### src/rtl/taylor_trig_param.sv
// Fixed-point cos/sin evaluator using Horner's scheme on x^2.
// A single signed multiplier is shared between the squaring, Horner and final-x steps.
// acc and x2 carry two guard bits above W. The result is saturated only at the output.
module taylor_trig_param #(
  parameter int W     = 25,
  parameter int FRAC  = 23,
  parameter int TERMS = 5
) (
  input  logic         clock,
  input  logic         reset,
  input  logic         start,
  input  logic         mode_in,
  input  logic [W-1:0] angle_in,
  output logic         ready_out,
  output logic         busy_out,
  output logic [W-1:0] result_out
);

  localparam int AW = W + 2;
  localparam int PW = 2 * AW;
  localparam int KW = $clog2(TERMS);

  typedef enum logic [2:0] {
    S_IDLE,
    S_SQ,
    S_HORN,
    S_MULX,
    S_DONE
  } state_t;

  // Compute round(+-2^FRAC / n!), with n = 2k (cos) or n = 2k+1 (sin).
  // The sign alternates with k.
  function automatic logic signed [AW-1:0] coef(input int unsigned k, input logic sin_m);
    longint      fact;
    longint      mag;
    int unsigned n;
    n    = 2 * k + {31'd0, sin_m};
    fact = 1;
    for (int unsigned i = 2; i <= n; i++) begin
      fact = fact * longint'(i);
    end
    mag = ((longint'(1) <<< FRAC) + fact / 2) / fact;
    if (k % 2 == 1) begin
      mag = -mag;
    end
    return AW'(mag);
  endfunction

  logic signed [AW-1:0] cos_c [TERMS];
  logic signed [AW-1:0] sin_c [TERMS];

  for (genvar g = 0; g < TERMS; g++) begin : g_coef
    assign cos_c[g] = coef(g, 1'b0);
    assign sin_c[g] = coef(g, 1'b1);
  end

  state_t               state;
  state_t               nxt;
  logic                 mode;
  logic        [KW-1:0] k;
  logic signed [AW-1:0] x;
  logic signed [AW-1:0] x2;
  logic signed [AW-1:0] acc;

  logic signed [AW-1:0] mul_a;
  logic signed [AW-1:0] mul_b;
  logic signed [PW-1:0] prod;
  logic signed [AW-1:0] scaled;
  logic signed [AW-1:0] c_k;
  logic        [W-1:0]  sat;
  logic                 accept;
  logic                 busy_nxt;
  logic                 ready_nxt;

  // State register.
  always_ff @(posedge clock or posedge reset) begin
    if (reset) begin
      state <= S_IDLE;
    end else begin
      state <= nxt;
    end
  end

  // Next-state logic.
  always_comb begin
    nxt = state;
    case (state)
      S_IDLE: if (start) nxt = S_SQ;
      S_SQ:   nxt = S_HORN;
      S_HORN: if (k == '0) nxt = mode ? S_MULX : S_DONE;
      S_MULX: nxt = S_DONE;
      S_DONE: nxt = S_IDLE;
      default: nxt = S_IDLE;
    endcase
  end

  // Output decode: handshake next values, multiplier operand routing, coefficient pick, output clamp.
  always_comb begin
    accept    = (state == S_IDLE) && start;
    // busy stays high through the ready cycle (spent in IDLE) and only drops if no new start arrives there.
    busy_nxt  = (state != S_IDLE) || accept;
    ready_nxt = (state == S_DONE);
    mul_a     = acc;
    mul_b     = x2;
    case (state)
      S_SQ: begin
        mul_a = x;
        mul_b = x;
      end
      S_MULX: mul_b = x;
      default: ;
    endcase
    prod   = {{AW{mul_a[AW-1]}}, mul_a} * {{AW{mul_b[AW-1]}}, mul_b};
    scaled = AW'(prod >>> FRAC);
    c_k    = mode ? sin_c[k] : cos_c[k];
    if (acc[AW-1:W-1] == '0 || acc[AW-1:W-1] == '1) begin
      sat = acc[W-1:0];
    end else if (acc[AW-1]) begin
      sat = {1'b1, {(W-1){1'b0}}};
    end else begin
      sat = {1'b0, {(W-1){1'b1}}};
    end
  end

  // Datapath and registered outputs.
  always_ff @(posedge clock or posedge reset) begin
    if (reset) begin
      ready_out  <= 1'b0;
      busy_out   <= 1'b0;
      result_out <= '0;
      mode       <= 1'b0;
      k          <= '0;
      x          <= '0;
      x2         <= '0;
      acc        <= '0;
    end else begin
      ready_out <= ready_nxt;
      busy_out  <= busy_nxt;
      case (state)
        S_IDLE: begin
          if (start) begin
            x    <= {{2{angle_in[W-1]}}, angle_in};
            mode <= mode_in;
            acc  <= mode_in ? sin_c[TERMS-1] : cos_c[TERMS-1];
          end
        end
        S_SQ: begin
          x2 <= scaled;
          k  <= KW'(TERMS - 2);
        end
        S_HORN: begin
          acc <= c_k + scaled;
          if (k != '0) k <= k - 1'b1;
        end
        S_MULX: acc <= scaled;
        S_DONE: result_out <= sat;
        default: ;
      endcase
    end
  end

endmodule

### config.mk
export PLATFORM = sky130hd
export DESIGN_NAME = taylor_trig_param
export DESIGN_NICKNAME = d
export VERILOG_FILES = /design/src/rtl/taylor_trig_param.sv
export SDC_FILE = /design/constraint.sdc
export NUM_CORES = 2
export LEC_CHECK = 0
export BUFFER_PORTS_ARGS = -buffer_cell sky130_fd_sc_hd__buf_2
export CORE_MARGIN = 5
export CORE_UTILIZATION = 50
export DETAILED_ROUTE_END_ITERATION = 6
export GPL_ROUTABILITY_DRIVEN = 0
export GPL_TIMING_DRIVEN = 0
export PLACE_DENSITY = 0.66
export SKIP_CTS_REPAIR_TIMING = 1
export SLEW_MARGIN = 20
export SYNTH_ARGS = -nofsm -noshare
export SYNTH_HDL_FRONTEND = slang
export SYNTH_SLANG_ARGS = --single-unit
### constraint.sdc
create_clock -name clock -period 24.5 [get_ports clock]
set_input_delay 2.45 -clock clock [delete_from_list [all_inputs] [get_ports clock]]
set_output_delay 2.45 -clock clock [all_outputs]
set_load 0.05 [all_outputs]
==> results.ini <==
[die]
die_h_um=258
io_pins=56
core-area_um2=61400
fp.dieArea_um2=66700
fp.dieW_um=258
rows=91
initial_core_util=0.502

[timing]
worst_slew_pin_slew_ns=1.22
finalHoldViolCount=0
setup_violations=0
rsz0062_at_grt=no
fmax_mhz=72.3
max-slew-margin-rel=0.161
min_period_ns=13.82
tns_ns=0
skew_ns=0.0123
finalCritPeriodShare=0.564
slew_violations=0

[cells_and_area]
ff_latch_area_um2=2830
multiInputGateArea_um2=24500
area_growth_pct=6.46
finalNetCount=4543
drive_above_1_share=0.0417
finalInstanceArea_um2=32800
fillers=5706

[synthesis]
synth_cells=3534
synth-edff-count=0
synth.area.mux_share=0.0267
syn_area_per_cell_um2=8.71
async_flop_share=1.00
yosys.area_share.simple=0.149
synth_ff_type=dfrtp_1
ys_ff_latch=113
yosysWarnings=0
synth_seq_area_share=0.0918
synthXorXnorAreaFrac=0.0204
synth_top_family_by_area=adder cells
ys_types=72
synth-compound-area-share=0.0558
yosys.area_share.adder=0.541
netlist_area_um2=30800
synth_fp_nets=4462

[critical_path]
max_stage_delay_ns=0.87
path_common_cell=fa_1
critPathLaunchType=flip-flop
cp.required_ns=24.80
crit_slowest_cell=mux2i_1
worst-path-max-fanout=10
rr_startpoint=state[0]
r2r-end=acc[26]
crit_path_end_kind=flip-flop
crit_start=state[0]
r2r_cells=42
cp_data_arrival_time_ns=14.12
ff2ff_setup_slack_ns=10.68
worstSetupPathType=reg2reg

[global_routing]
grt_overflow=0
grt_antenna_before_repair=5
grt_max_degree=62
grtUsageTotal=0.312
grt_pass1_vias=25900
grt_pass1_wl_um=156000

[job]
cap_violations=0

[clock_tree]
clock_path_buffers=2
clock_latency_ns=0.42
cts_made_buffers=17
cts_tree=done
cts_root_buffer=clkbuf_16
clk_pin_slew_ns=0.06
cts_htree_levels=4
cts.sinks=113

[placed_design]
place_area_um2=32200
numPortBuffers=55
dp_hpwl_um=87300

[worst_hold_path]
min_to=x2[2]
hp-start=x2[2]
hold_path_class=reg2reg
hold_depth=2

[detailed_routing]
drt_iter0_markers=2763
wl_um=101000
post-route-drc-count=0
first_pass_iters=5
via_per_inst=5.62
vias=24800
antenna_left=0
wl_per_cell_um=22.9

[status]
outcome=finished clean

-- area by class of cell --
type                       instances  area share
inverter                         796      0.0913
timing repair buffer              62      0.0111
sequential                       113      0.0863
multi-input combinational       2480       0.747
clock inverter                     7     0.00267
antenna                            1   0.0000763
buffer                           145      0.0170
clock buffer                      20      0.0142
tap                              790      0.0302
-- synthesized netlist by cell type (all sizes together) (4+ instances only) --
cell type  number  area share
o21ai          66       0.011
nand2b         19      0.0039
mux2           30       0.011
fa            720        0.47
a221o           4      0.0013
o21bai          6      0.0015
o221ai          7      0.0020
nand3           9      0.0015
o21a            8      0.0020
xnor2          46       0.013
a211oi          6      0.0015
a31oi           8      0.0016
nor2b          13      0.0026
a22oi           8      0.0020
nand4           8      0.0016
clkbuf        136       0.017
and2            7      0.0014
nor3           14      0.0023
buf             9      0.0015
or3             4     0.00081
a21boi          4     0.00098
inv           796       0.097
xor2           23      0.0065
o31ai           5      0.0012
and3           10      0.0020
nor2          408       0.050
nand2         652       0.079
dfrtp         113       0.092
a21oi          95       0.016
ha            179       0.073
mux2i          48       0.016
a21o           24      0.0059
-- kinds of logic after synthesis --
family	Yosys count
AO/OA/AOI/OAI	274
adder cells (fa/ha/maj)	899
XOR/XNOR	70
flip-flops	113
AND/OR/NAND/NOR	1159
buffers and inverters	941
multiplexers	78
-- how the worst max path moves through the flow --
stage	end	slack, ns	cells after the start
finish	acc[26]	10.68	42
global route	acc[26]	10.31	42
CTS	acc[26]	11.13	42
detailed placement	acc[26]	11.20	42
global placement	acc[26]	11.15	42
floorplan	acc[26]	14.16	44
-- layout by cell type (no fill, tap or decap), drive strengths merged, types with 30 or more instances in the layout --
| cell | Yosys | final |
|---|---|---|
| inv | 796 | 796 |
| fa | 720 | 720 |
| nand2 | 652 | 652 |
| nor2 | 408 | 408 |
| ha | 179 | 179 |
| clkbuf | 136 | 156 |
| dfrtp | 113 | 113 |
| a21oi | 95 | 95 |
| buf | 9 | 71 |
| o21ai | 66 | 66 |
| mux2i | 48 | 48 |
| xnor2 | 46 | 46 |
| mux2 | 30 | 30 |
-- registers in the layout, summed over array words and instances (netlist names) --
| register | cells |
|---|---|
| acc | 27 |
| busy_out | 1 |
| k | 3 |
| mode | 1 |
| ready_out | 1 |
| result_out | 25 |
| state | 3 |
| x | 25 |
| x2 | 27 |
-- critical path: cells and delay by family, from the launching register on --
| family | cells | cell delay [ns] |
|---|---|---|
| muxes | 2 | 1.08 |
| AOI/OAI and AO/OA | 10 | 2.47 |
| DFF | 1 | 0.41 |
| adders and majority gates | 9 | 4.22 |
| buffers and inverters | 9 | 2.76 |
| and+or+nand+nor | 11 | 2.44 |
| xor gates and xnor gates | 1 | 0.33 |
-- through the flow --
stage,worst slack (ns),hold slack (ns),cells,utilization
6_report,10.68,0.476,4414,0.534
5_1_grt,10.31,0.516,4413,0.534
4_1_cts,11.13,0.479,4413,0.534
3_5_place_dp,11.20,0.464,4386,0.525
3_3_place_gp,11.15,0.462,4379,0.522
2_1_floorplan,14.16,0.446,3534,-
-- layer usage --
metal  GRT usage  wire (µm)  share of wire
met3      0.0754      10800           0.11
met5           0        120         0.0012
met2       0.479      44600           0.44
met4       0.174       7780          0.077
met1       0.409      38000           0.38
Power is left out: the tool's default activity adds up to more than one toggle a clock period on the data nets, which glitch-free logic cannot reach.
